===== src/rtl/board_pkg.sv =====
// Shared definitions for the game-board controller.
//   mode_t   : mode encodings driven onto board_ctrl.mode
//   KEY_*    : keypad bit positions inside the 16-bit key level bus
package board_pkg;

  typedef enum logic [1:0] {
    MODE_IDLE  = 2'b00,
    MODE_HELP  = 2'b01,
    MODE_SETUP = 2'b10,
    MODE_PLAY  = 2'b11
  } mode_t;

  localparam int KEY_UP     = 2;
  localparam int KEY_DOWN   = 6;
  localparam int KEY_LEFT   = 7;
  localparam int KEY_RIGHT  = 5;
  localparam int KEY_COMMIT = 10;
  localparam int KEY_COUNT  = 11;
  localparam int KEY_EXIT   = 12;
  localparam int KEY_BACK   = 13;
  localparam int KEY_NEXT   = 14;
  localparam int KEY_HELP   = 15;

endpackage


===== src/rtl/key_edge.sv =====
// Rising-edge detector for debounced key levels.
//   clk   in  : system clock
//   rst_n in  : asynchronous active-low reset (clears history)
//   lvl   in  : W key levels, 1 = held
//   press out : W single-cycle pulses, high in the first cycle a key is seen held
module key_edge #(
  parameter int W = 16
) (
  input  logic         clk,
  input  logic         rst_n,
  input  logic [W-1:0] lvl,
  output logic [W-1:0] press
);

  logic [W-1:0] lvl_q_reg;

  always_ff @(posedge clk or negedge rst_n) begin
    if (!rst_n) lvl_q_reg <= '0;
    else        lvl_q_reg <= lvl;
  end

  assign press = lvl & ~lvl_q_reg;

endmodule


===== src/rtl/board_ctrl.sv =====
// Game-board controller: keypad edges -> IDLE/HELP/SETUP/PLAY mode FSM,
// an N_CELLS x CELL_W board with wrapping cursor and edit value, and a
// buzzer pulse of BEEP_CYCLES cycles on each commit.
//   clk        in  : system clock
//   rst_n      in  : asynchronous active-low reset
//   key_lvl    in  : 16 debounced key levels
//   board      out : cell i at [i*CELL_W +: CELL_W]
//   mode       out : 00 IDLE, 01 HELP, 10 SETUP, 11 PLAY
//   cursor     out : selected cell index
//   edit_val   out : value pending commit
//   active_cnt out : number of playable cells, 1..N_CELLS
//   beep       out : buzzer enable
module board_ctrl
  import board_pkg::*;
#(
  parameter  int N_CELLS     = 10,
  parameter  int CELL_W      = 4,
  parameter  int INIT_CELL   = 1,
  parameter  int BEEP_CYCLES = 5000000,
  localparam int IDX_W       = $clog2(N_CELLS)
) (
  input  logic                       clk,
  input  logic                       rst_n,
  input  logic [15:0]                key_lvl,
  output logic [N_CELLS*CELL_W-1:0]  board,
  output logic [1:0]                 mode,
  output logic [IDX_W-1:0]           cursor,
  output logic [CELL_W-1:0]          edit_val,
  output logic [IDX_W:0]             active_cnt,
  output logic                       beep
);

  localparam int                BEEP_W    = $clog2(BEEP_CYCLES + 1);
  localparam logic [CELL_W-1:0] INIT_V    = CELL_W'(INIT_CELL);
  localparam logic [BEEP_W-1:0] BEEP_LOAD = BEEP_W'(BEEP_CYCLES);
  localparam logic [IDX_W:0]    ACNT_MAX  = (IDX_W+1)'(N_CELLS);

  logic [15:0]       press;
  mode_t             state_reg, state_next;
  logic [CELL_W-1:0] cells_reg [N_CELLS];
  logic [IDX_W-1:0]  cursor_reg, cursor_next;
  logic [CELL_W-1:0] edit_reg, edit_next;
  logic [IDX_W:0]    acnt_reg;
  logic [IDX_W:0]    last_idx;
  logic [BEEP_W-1:0] beep_cnt_reg;

  key_edge #(.W(16)) u_key_edge (
    .clk   (clk),
    .rst_n (rst_n),
    .lvl   (key_lvl),
    .press (press)
  );

  // Keys with no function, collected so their non-use is explicit.
  logic unused_press;
  assign unused_press = ^{press[0], press[1], press[3], press[4], press[8], press[9]};

  // Exit wins over every other key in SETUP and PLAY.
  logic play_act, enter_play, count_hit, commit, mv_left, mv_right;
  assign play_act   = (state_reg == MODE_PLAY) && !press[KEY_EXIT];
  assign enter_play = (state_reg == MODE_SETUP) && !press[KEY_EXIT] && press[KEY_NEXT];
  assign count_hit  = (state_reg == MODE_SETUP) && !press[KEY_EXIT] && !press[KEY_NEXT]
                      && press[KEY_COUNT];
  assign commit     = play_act && press[KEY_COMMIT];
  assign mv_left    = play_act && press[KEY_LEFT] && !press[KEY_RIGHT];
  assign mv_right   = play_act && press[KEY_RIGHT] && !press[KEY_LEFT];

  // ---------------- mode FSM ----------------
  always_ff @(posedge clk or negedge rst_n) begin
    if (!rst_n) state_reg <= MODE_IDLE;
    else        state_reg <= state_next;
  end

  always_comb begin
    state_next = state_reg;
    unique case (state_reg)
      MODE_IDLE: begin
        if (press[KEY_NEXT])      state_next = MODE_SETUP;
        else if (press[KEY_HELP]) state_next = MODE_HELP;
      end
      MODE_HELP: begin
        if (press[KEY_NEXT])      state_next = MODE_SETUP;
        else if (press[KEY_BACK]) state_next = MODE_IDLE;
      end
      MODE_SETUP: begin
        if (press[KEY_EXIT])      state_next = MODE_IDLE;
        else if (press[KEY_NEXT]) state_next = MODE_PLAY;
      end
      MODE_PLAY: begin
        if (press[KEY_EXIT])      state_next = MODE_IDLE;
      end
      default: state_next = MODE_IDLE;
    endcase
  end

  always_comb begin
    mode = state_reg;
    beep = (beep_cnt_reg != '0);
  end

  // ---------------- cursor / edit value ----------------
  assign last_idx = acnt_reg - 1'b1;

  // A move overrides up/down; the edit value then shows the destination
  // cell as stored before any same-cycle commit lands.
  always_comb begin
    cursor_next = cursor_reg;
    edit_next   = edit_reg;
    if (mv_left)
      cursor_next = (cursor_reg == '0) ? last_idx[IDX_W-1:0] : cursor_reg - 1'b1;
    else if (mv_right)
      cursor_next = ({1'b0, cursor_reg} == last_idx) ? '0 : cursor_reg + 1'b1;

    if (mv_left || mv_right)
      edit_next = cells_reg[cursor_next];
    else if (play_act && press[KEY_UP] && !press[KEY_DOWN])
      edit_next = edit_reg + 1'b1;
    else if (play_act && press[KEY_DOWN] && !press[KEY_UP])
      edit_next = edit_reg - 1'b1;
  end

  always_ff @(posedge clk or negedge rst_n) begin
    if (!rst_n) begin
      cursor_reg   <= '0;
      edit_reg     <= INIT_V;
      acnt_reg     <= ACNT_MAX;
      beep_cnt_reg <= '0;
    end else begin
      if (enter_play) begin
        cursor_reg <= '0;
        edit_reg   <= INIT_V;
      end else if (play_act) begin
        cursor_reg <= cursor_next;
        edit_reg   <= edit_next;
      end

      if (count_hit)
        acnt_reg <= (acnt_reg == ACNT_MAX) ? (IDX_W+1)'(1) : acnt_reg + 1'b1;

      // Reload restarts the full pulse; mode changes do not touch it.
      if (commit)                  beep_cnt_reg <= BEEP_LOAD;
      else if (beep_cnt_reg != '0) beep_cnt_reg <= beep_cnt_reg - 1'b1;
    end
  end

  // ---------------- board cells ----------------
  generate
    for (genvar gi = 0; gi < N_CELLS; gi++) begin : g_cell
      logic wr;
      assign wr = commit && (cursor_reg == IDX_W'(gi)) && ((IDX_W+1)'(gi) < acnt_reg);

      always_ff @(posedge clk or negedge rst_n) begin
        if (!rst_n)          cells_reg[gi] <= INIT_V;
        else if (enter_play) cells_reg[gi] <= INIT_V;
        else if (wr)         cells_reg[gi] <= edit_reg;
      end

      assign board[gi*CELL_W +: CELL_W] = cells_reg[gi];
    end
  endgenerate

  assign cursor     = cursor_reg;
  assign edit_val   = edit_reg;
  assign active_cnt = acnt_reg;

endmodule


===== config.mk =====
export PLATFORM = sky130hd
export DESIGN_NAME = board_ctrl
export DESIGN_NICKNAME = d
export VERILOG_FILES = /design/src/rtl/board_pkg.sv /design/src/rtl/key_edge.sv /design/src/rtl/board_ctrl.sv
export SDC_FILE = /design/constraint.sdc
export NUM_CORES = 1
export LEC_CHECK = 0
export BUFFER_PORTS_ARGS = -buffer_cell sky130_fd_sc_hd__buf_2
export CORE_MARGIN = 4
export CORE_UTILIZATION = 55
export DETAILED_ROUTE_END_ITERATION = 10
export PLACE_DENSITY_LB_ADDON = 0.1
export SLEW_MARGIN = 20
export SYNTH_ARGS = -nofsm -noshare
export SYNTH_HDL_FRONTEND = slang
export SYNTH_SLANG_ARGS = --single-unit

===== constraint.sdc =====
create_clock -name clk -period 5.4 [get_ports clk]
set_input_delay 0.54 -clock clk [delete_from_list [all_inputs] [get_ports clk]]
set_output_delay 0.54 -clock clk [all_outputs]
set_load 0.05 [all_outputs]

==> results of run 1 <==
-- stage by stage --
stage / worst slack (ns) / hold slack (ns) / cell area (µm²) / instances
4_1_cts: 1.952 / 0.2769 / 5594 / 697
3_3_place_gp: 1.981 / 0.4962 / 5405 / 681
5_1_grt: 1.677 / 0.2658 / 5598 / 697
3_5_place_dp: 1.963 / 0.5018 / 5405 / 681
2_1_floorplan: 2.174 / 0.2444 / 5000 / 529
6_report: 1.901 / 0.2108 / 5598 / 697
-- cell usage after synthesis (3+ instances only) --
master / instances
a22oi_1: 3
o31ai_1: 3
nor2b_1: 7
dfrtp_1: 75
nor2_1: 62
nand3_1: 31
dfstp_2: 13
o211ai_1: 7
a2111oi_0: 3
a21oi_1: 18
mux2i_1: 49
ha_1: 11
nand2_1: 45
nand2b_1: 9
and2_1: 3
inv_1: 11
nand3b_1: 4
nor3_1: 16
mux2_2: 3
xnor2_1: 16
o21ai_0: 29
nand4_1: 9
a21o_1: 3
xor2_1: 8
or3_1: 9
a211oi_1: 5
clkbuf_1: 23
nor3b_1: 4
and3_1: 6
a221o_1: 3
-- cell type report --
cell class	count	share of cell area (%)
multi-input combinational	403	47.21
sequential	88	39.63
timing repair buffer	71	6.638
clock buffer	10	2.459
tap	108	2.414
clock inverter	6	0.9164
inverter	11	0.7376
-- routing by layer --
metal | up-vias | track usage, % | wire length [µm]
li1 | 2004 | - | -
met1 | 2037 | 35.17 | 5607
met2 | 171 | 40.29 | 6081
met3 | 28 | 6.237 | 994
met4 | 0 | 9.163 | 321
met5 | - | 0 | 0
-- worst paths after layout --
kind,to
max,edit_val[1]
min,active_cnt[0]
max reg2reg,edit_val[1]
min reg2reg,beep_cnt_reg[8]
max in group asynchronous,edit_val[3]
min in group clk,u_key_edge.lvl_q_reg[14]
-- placed cells by master (no fill, tap or decap), types with 4 or more instances in the layout --
master     n
dfrtp_1   75
buf_2     66
nor2_1    62
mux2i_1   49
nand2_1   45
nand3_1   31
o21ai_0   29
a21oi_1   18
xnor2_1   16
nor3_1    15
dfstp_2   13
inv_1     11
ha_1      11
clkbuf_8  10
nand2b_1   9
or3_1      9
nand4_1    9
xor2_1     8
nor2b_1    7
o211ai_1   7
and3_1     6
a211oi_1   5
nand3b_1   4
buf_4      4
-- where the power goes --
part	leakage, µW	switching, µW	total (µW)	internal (µW)
Combinational	0.00145	841	1270	432
Sequential	0.00109	237	1060	820
Clock	0.0000992	261	449	187
Total	0.00264	1340	2780	1440
-- kinds of logic (layout without fill, tap and decap cells) --
family,count (synthesis),count (layout),share of synthesized area (%)
xor+xnor,25,25,4.680
flops,88,88,44.37
fa+ha+maj,12,12,3.153
compound gates,100,100,13.46
buf+inv,38,98,2.978
mux,52,52,10.49
simple gates,214,214,20.87
==> flow_summary.toml, run 1 <==
[outcome]
status = "complete, no violations"

[synthesis]
netlist.area_leader.share_pct = 37.54
yosysWarningCount = 0
synth_top_cell_by_area = "dfrtp_1"
synth_edf_count = 0
synth.distinct_cells = 62
synth_cells = 529
syn_nets = 559
synth_ff_type = "dfrtp_1"
syn_avg_cell_area_um2 = 9.451
synthTopCellsByArea = "dfrtp_1, mux2i_1, dfstp_2, nor2_1, nand2_1"
async_flop_share_pct = 100.0
yosysSeqAreaShare_pct = 44.37
syn_area_mm2 = 0.005000
synth-seq-cells = 88

[pwr]
p_leak_uw = 0.002640
ir_drop_mv = 0.2887
powerDensity_mw_per_mm2 = 496.2
power_uw = 2778

[worst_setup_path]
r2r_slack_ns = 1.90
critPathLaunchType = "register"
path_delay_family = "compound AO/OA/AOI/OAI gates"
crit_chain = "inv_1 -> ha_1 -> o21ba_2 -> a221o_1 -> a211oi_1 -> o22a_1 -> nand2_1 -> a2111o_1 -> a31oi_1 -> a221o_1"
rr_startpoint = "active_cnt[0]"
crit_cells = 10
r2r_cells = 10
critPathLaunch = "active_cnt[0]"
required_ns = 5.70
path_class = "reg2reg"
critPathMaxFanout = 10
worstPathArrival_ns = 3.80
slowest_stage = "dfrtp_1"
max_stage_delay_ns = 0.56
cp-end-kind = "register"
path_buf_inv = 1
cp_common_cell = "a221o_1"

[cells_and_area]
finalNetCount = 614
regArea_mm2 = 0.002218
fin_util_pct = 63.88
diodes = 0
largest_reg_flops = 40
area_delta_synth_final_pct = 11.96
multi_input_area_mm2 = 0.002643
nFillCells = 740
drive_above_1_share_pct = 19.19

[timing]
relSlewSlack_pct = 28.73
fmax_mhz = 285.8
rsz0062_at_grt = "no"
finClkSkew_ns = 0.01132
fin_setup_tns_ns = 0
fin_crit_ns = 3.500
fin_crit_sh_pct = 64.81
slew_viol_final = 0
setup_viol = 0
tightest_slew_ns = 1.064
hold_viol = 0

[drt]
via_count = 4240
dr.first_iter.drc_count = 267
drc_errors = 0
vias_per_cell = 6.083
drt-total-wl_um = 13010
drtAntennaViolNets = 0
post_drt_wl_per_cell_um = 18.66
first_pass_iters = 5

[die]
rows = 34
fp.dieH_um = 103.3
die-area_mm2 = 0.01068
fp.dieW_um = 103.3
initial_core_util_pct = 57.05
core_mm2 = 0.008763
ios = 74

[global_routing]
grt_first_pass_wirelength_um = 21350
grtUsageTotal_pct = 25.82
grt_pass1_vias = 4074
overflow = 0
antenna_found_initial = 0
grt_max_degree = 89

[placement]
place_hpwl_um = 8983
portBuffers = 67
place_congestion = 0.9305

[clock_tree]
clkLatencyLatePin_ns = 0.37
cts_hold_buf = 0
h-tree-depth = 3
cts_made_buffers = 9
root_buffer = "clkbuf_8"
cts.clk_slew.worst_paths_ns = 0.10
cts_tree = "done"
clock-sinks = 88
cts-resized-gates = 0
clk_path_buf_depth = 2
cts_setup_buffers = 0

[job]
drv_cap = 0

[hold_path]
hold_class = "in2async"
No activity file was read; power rests on OpenSTA's default activity.
==> inputs of run 2 (changes only) <==
--- a/config.mk
+++ b/config.mk
@@ -5,9 +5,10 @@
 export SDC_FILE = /design/constraint.sdc
 export NUM_CORES = 1
 export LEC_CHECK = 0
+export ABC_AREA = 1
 export BUFFER_PORTS_ARGS = -buffer_cell sky130_fd_sc_hd__buf_2
 export CORE_MARGIN = 4
-export CORE_UTILIZATION = 55
+export CORE_UTILIZATION = 52
 export DETAILED_ROUTE_END_ITERATION = 10
 export PLACE_DENSITY_LB_ADDON = 0.1
 export SLEW_MARGIN = 20
==> constraint.sdc (replaced) <==
create_clock -name clk -period 3 [get_ports clk]
set_input_delay 0.3 -clock clk [delete_from_list [all_inputs] [get_ports clk]]
set_output_delay 0.3 -clock clk [all_outputs]
set_load 0.05 [all_outputs]
==> flow_summary.toml, run 2 <==
[outcome]
status = "complete, no violations"

[worst_setup_path]
cp_common_cell = "nand2_1"
critPathMaxFanout = 34
slowest_stage = "dfstp_2"
cp-end-kind = "register"
worstPathArrival_ns = 2.85
critPathLaunchType = "register"
rr_startpoint = "active_cnt[1]"
required_ns = 3.25
crit_chain = "inv_1 -> ha_1 -> nand2_1 -> inv_1 -> nor2_1 -> nand3_1 -> nor2_4 -> nand2_2 -> nand2_2 -> nand2_4 -> nand2_8 -> nand2_1 -> o211ai_1 -> nand3_1 -> nand3_1 -> nand2_1 -> nand2_1 -> nand2_1"
critPathLaunch = "active_cnt[1]"
path_class = "reg2reg"
max_stage_delay_ns = 0.54

[cells_and_area]
area_delta_synth_final_pct = 14.70
finalNetCount = 752
diodes = 0
drive_above_1_share_pct = 21.46
nFillCells = 883
final_common_cell = "nand2_1"
largest_reg_flops = 40
final_cell_mix = "nand2_1, inv_1, dfrtp_1"

[timing]
hold_viol = 0
tightest_slew_ns = 0.6287
fin_crit_sh_pct = 86.69
setup_viol = 0
worst_hold_slack_ns = 0.04732
fin_setup_tns_ns = 0
fmax_mhz = 384.5
rsz0062_at_grt = "no"
finClkSkew_ns = 0.01783
fin_crit_ns = 2.601
slew_viol_final = 0
relSlewSlack_pct = 58.04

[pwr]
p_switching_uw = 3540
p_leak_uw = 0.002877
ir_drop_mv = 0.4753
combPwrFrac_pct = 55.9
sw_frac_of_total_pct = 53.45
powerDensity_mw_per_mm2 = 1142
internal_power_uw = 3082
pwr-share-clk_pct = 13.3
pwr-share-seq_pct = 30.7

[drt]
first_pass_iters = 4
post_drt_wl_per_cell_um = 14.23
via_count = 4501
drc_errors = 0
dr.first_iter.drc_count = 184
drt-total-wl_um = 12180
drtAntennaViolNets = 0
vias_per_cell = 5.258

[die]
rows = 35
ios = 74
core_mm2 = 0.009371
die-area_mm2 = 0.01136
fp.dieH_um = 106.6
fp.dieW_um = 106.6
initial_core_util_pct = 53.95

[global_routing]
grt_max_degree = 35
grt_pass1_vias = 4251
busiest_layer = "met2"
overflow = 0
antenna_found_initial = 0
grtUsageMet1_pct = 30.97
use_met2_pct = 37.19
use_met3_pct = 4.214
grt_first_pass_wirelength_um = 20700
grtUsageTotal_pct = 22.70

[hold_path]
hold_class = "in2reg"
min_from = "key_lvl[13]"

[synthesis]
synth.distinct_cells = 49
synthTopCellsByArea = "dfrtp_1, nand2_1, inv_1, dfstp_2, o21ai_0"
synth_top_cell_by_area = "dfrtp_1"
syn_nets = 671
yosysWarningCount = 0
async_flop_share_pct = 100.0
syn_area_mm2 = 0.005056
syn_avg_cell_area_um2 = 7.888
synth_edf_count = 0
synth.most_common_cell = "nand2_1"
synth_ff_type = "dfrtp_1"
synth_commonest_cells = "nand2_1, inv_1, dfrtp_1"
synth_cells = 641
synth-seq-cells = 88
yosysSeqAreaShare_pct = 43.88
netlist.area_leader.share_pct = 37.12

[clock_tree]
h-tree-depth = 3
clkLatencyLatePin_ns = 0.37
clock-sinks = 88
cts_tree = "done"
root_buffer = "clkbuf_8"
cts_made_buffers = 9
cts.clk_slew.worst_paths_ns = 0.10
clk_path_buf_depth = 2

[placement]
place_congestion = 0.9014
portBuffers = 67
place_hpwl_um = 9292

[job]
drv_cap = 0
## run 2: cell count changes after synthesis, sizes merged, moves of 11 or more
cell / before / now
nor2: 62 / 73
nand3: 32 / 53
xnor2: 16 / 4
nand2: 45 / 138
mux2i: 49 / 0
o21ai: 29 / 70
clkbuf: 23 / 2
inv: 11 / 101
## run 2: worst paths after layout
kind | end | slack, ns | cells after the start
setup / recovery | edit_val[2] | 0.40 | 18
hold / removal | u_key_edge.lvl_q_reg[13] | 0.05 | 1
setup reg to reg | edit_val[2] | 0.40 | 18
hold reg to reg | beep_cnt_reg[17] | 0.47 | 1
max in group asynchronous | board[32] | 1.82 | 3
min in group asynchronous | u_key_edge.lvl_q_reg[7] | 0.42 | 2
## run 2: area by class of cell
type	count	area, µm²	share of cell area [%]
sequential	88	2218	38.25
multi-input combinational	444	2405	41.47
tap	129	161.4	2.783
clock inverter	6	75.07	1.294
inverter	101	379.1	6.537
clock buffer	10	137.6	2.373
timing repair buffer	78	422.9	7.292
## run 2: kinds of logic after synthesis
logic type	share of synthesized area [%]
simple gates	26.97
xor+xnor	1.905
flops	43.88
compound gates	14.72
mux	0.6681
buf+inv	8.735
fa+ha+maj	3.118
## run 2: what timing repair did
item                                    4_1_cts  5_1_grt
endpoints found under the hold margin        23        0
buffers inserted                              0        0
endpoints found under the setup margin        0        1
gates resized for setup                       0        1
hold buffers                                  1        0
## run 2: critical path, delay by kind of cell (launching register included)
kind | cells | cell delay, ns
simple gates | 14 | 1.38
flops | 1 | 0.54
fa+ha+maj | 1 | 0.35
buf+inv | 2 | 0.12
compound gates | 1 | 0.10
## run 2: per-stage QoR
stage	power [µW]	instance area, µm²	instances	worst slack (ns)	utilization, %
after floorplan	4884	5056	641	0.2787	-
after global placement	5700	5568	839	0.3978	59.41
after detailed placement	5756	5568	839	0.3403	59.41
after CTS	6650	5791	856	0.3054	61.79
after global routing	7129	5799	856	0.1134	61.88
final	6622	5799	856	0.3994	61.88
## run 2: power groups by stage
stage | clock [µW] | combinational, µW | sequential [µW]
after floorplan | 0 | 1760 | 3120
after global placement | 0 | 3660 | 2040
after detailed placement | 0 | 3700 | 2060
after CTS | 900 | 3710 | 2040
after global routing | 967 | 4060 | 2100
final | 882 | 3700 | 2040
## run 2: per-layer routing
layer | vias to the layer above | routed length (µm)
li1 | 2260 | -
met1 | 2103 | 5523
met2 | 117 | 5860
met3 | 21 | 609
met4 | 0 | 190
met5 | - | 0
==> inputs of run 3 (changes only) <==
--- a/config.mk
+++ b/config.mk
@@ -6,10 +6,12 @@
 export NUM_CORES = 1
 export LEC_CHECK = 0
 export ABC_AREA = 1
-export BUFFER_PORTS_ARGS = -buffer_cell sky130_fd_sc_hd__buf_2
 export CORE_MARGIN = 4
-export CORE_UTILIZATION = 52
+export CORE_UTILIZATION = 55
+export CTS_CLUSTER_DIAMETER = 40
 export DETAILED_ROUTE_END_ITERATION = 10
+export DONT_BUFFER_PORTS = 1
+export GPL_TIMING_DRIVEN = 0
 export PLACE_DENSITY_LB_ADDON = 0.1
 export SLEW_MARGIN = 20
 export SYNTH_ARGS = -nofsm -noshare
==> flow_summary.toml, run 3 (synthesis results as in run 2) <==
[global_routing]
use_met2_pct = 36.95
use_met3_pct = 5.835
grt_max_degree = 89
antenna_found_initial = 0
grtUsageTotal_pct = 23.90
busiest_layer = "met2"
overflow = 0
grtUsageMet1_pct = 33.02
grt_first_pass_wirelength_um = 20980
grt_pass1_vias = 4138

[die]
initial_core_util_pct = 57.14
rows = 34
fp.dieH_um = 103.9
fp.dieW_um = 103.9
ios = 74
die-area_mm2 = 0.01079
core_mm2 = 0.008848

[job]
drv_cap = 0

[worst_setup_path]
slowest_stage = "dfrtp_2"
r2r_cells = 13
max_stage_delay_ns = 0.58
r2r_slack_ns = 0.21
cp-end-kind = "register"
critPathLaunchType = "register"
critPathMaxFanout = 6
worstPathArrival_ns = 3.05
crit_chain = "inv_2 -> nor2_2 -> nand2_4 -> nor3_1 -> inv_1 -> ha_1 -> a21oi_1 -> nand2_1 -> xnor2_1 -> xnor2_1 -> a21oi_1 -> nand2_1 -> nand2_1"
cp_common_cell = "nand2_1"
path_class = "reg2reg"
required_ns = 3.26

[pwr]
ir_drop_mv = 0.4992
p_leak_uw = 0.002615
powerDensity_mw_per_mm2 = 1157
power_uw = 6454

[cells_and_area]
final_cell_mix = "nand2_1, inv_1, dfrtp_1"
area_delta_synth_final_pct = 10.29
final_common_cell = "nand2_1"
diodes = 0
nFillCells = 804
finalNetCount = 694
largest_reg_flops = 40
drive_above_1_share_pct = 14.20

[outcome]
status = "complete, no violations"

[timing]
setup_viol = 0
slew_viol_final = 0
rsz0062_at_grt = "no"
fmax_mhz = 358.3
hold_viol = 0
finClkSkew_ns = 0.01228
fin_setup_tns_ns = 0
relSlewSlack_pct = 53.77
tightest_slew_ns = 0.6934
fin_crit_sh_pct = 93.03
fin_crit_ns = 2.791

[clock_tree]
root_buffer = "clkbuf_8"
clk_path_buf_depth = 2
cts.clk_slew.worst_paths_ns = 0.09
h-tree-depth = 3
clkLatencyLatePin_ns = 0.36
cts_setup_buffers = 0
clock-sinks = 88
cts_made_buffers = 9
cts_tree = "done"

[drt]
via_count = 4315
post_drt_wl_per_cell_um = 15.94
drc_errors = 0
dr.first_iter.drc_count = 168
first_pass_iters = 5
vias_per_cell = 5.553
drt-total-wl_um = 12390
drtAntennaViolNets = 0

[placement]
place_hpwl_um = 9334
place_congestion = 0.8666
portBuffers = 0

[hold_path]
hold_path_depth = 4
hold_class = "in2reg"
## run 3: changes by cell type in the layout (fill, tap and decap cells not counted), sizes merged
cell | before | now
buf | 77 | 7
dlygate4sd3 | 1 | 11
clkbuf | 10 | 11
clkinv | 2 | 3
## run 3: final cells by class
type	count	area (µm²)	area share (%)
clock buffer	9	123.9	2.221
buffer	8	62.56	1.122
inverter	101	379.1	6.798
multi-input combinational	444	2430	43.57
tap	108	135.1	2.423
clock inverter	7	77.57	1.391
timing repair buffer	12	137.6	2.468
sequential	88	2231	40.00
## run 3: routing by layer
| layer | routed length, µm | vias up |
|---|---|---|
| li1 | - | 2135 |
| met1 | 5504 | 2020 |
| met2 | 5807 | 134 |
| met3 | 794 | 26 |
| met4 | 279 | 0 |
| met5 | 0 | - |
## run 3: report_power, final
group | internal, µW | switching [µW] | total (µW)
sequential | 1670 | 1610 | 3280
combinational | 838 | 1490 | 2320
clock | 393 | 459 | 852
total | 2900 | 3550 | 6450
## run 3: repair_timing
action                     CTS  global route
hold buffers                12             0
hold endpoints to repair    98             0
resized for setup            4             9
pin swaps                    0             2
setup endpoints to repair    4             4
## run 3: final timing paths
check                              endpoint              from
max                             edit_val[3]           mode[1]
min                           active_cnt[1]       key_lvl[11]
max reg2reg                     edit_val[3]           mode[1]
min reg2reg                beep_cnt_reg[17]  beep_cnt_reg[17]
max in group asynchronous           mode[0]             rst_n
min in group asynchronous         cursor[3]             rst_n
## run 3: critical path, delay by kind of cell, from the launching register on
| family | cells | cell delay (ns) |
|---|---|---|
| AO/OA/AOI/OAI | 2 | 0.23 |
| adder cells (fa/ha/maj) | 1 | 0.36 |
| AND/OR/NAND/NOR | 6 | 0.97 |
| XOR/XNOR | 2 | 0.32 |
| flip-flops | 1 | 0.58 |
| buffers and inverters | 2 | 0.25 |
## run 3: per-stage QoR
| step | area [µm²] | worst slack, ns | std cells | utilization [%] | hold slack [ns] |
|---|---|---|---|---|---|
| floorplan | 5056 | 0.2787 | 641 | - | 0.004409 |
| global placement | 5191 | -0.09445 | 749 | 58.67 | 0.006478 |
| detailed placement | 5191 | -0.1616 | 749 | 58.67 | 0.007116 |
| CTS | 5538 | 0.03194 | 777 | 62.58 | 0.1571 |
| global route | 5577 | 0.009195 | 777 | 63.02 | 0.1833 |
| finish | 5577 | 0.2090 | 777 | 63.02 | 0.1907 |
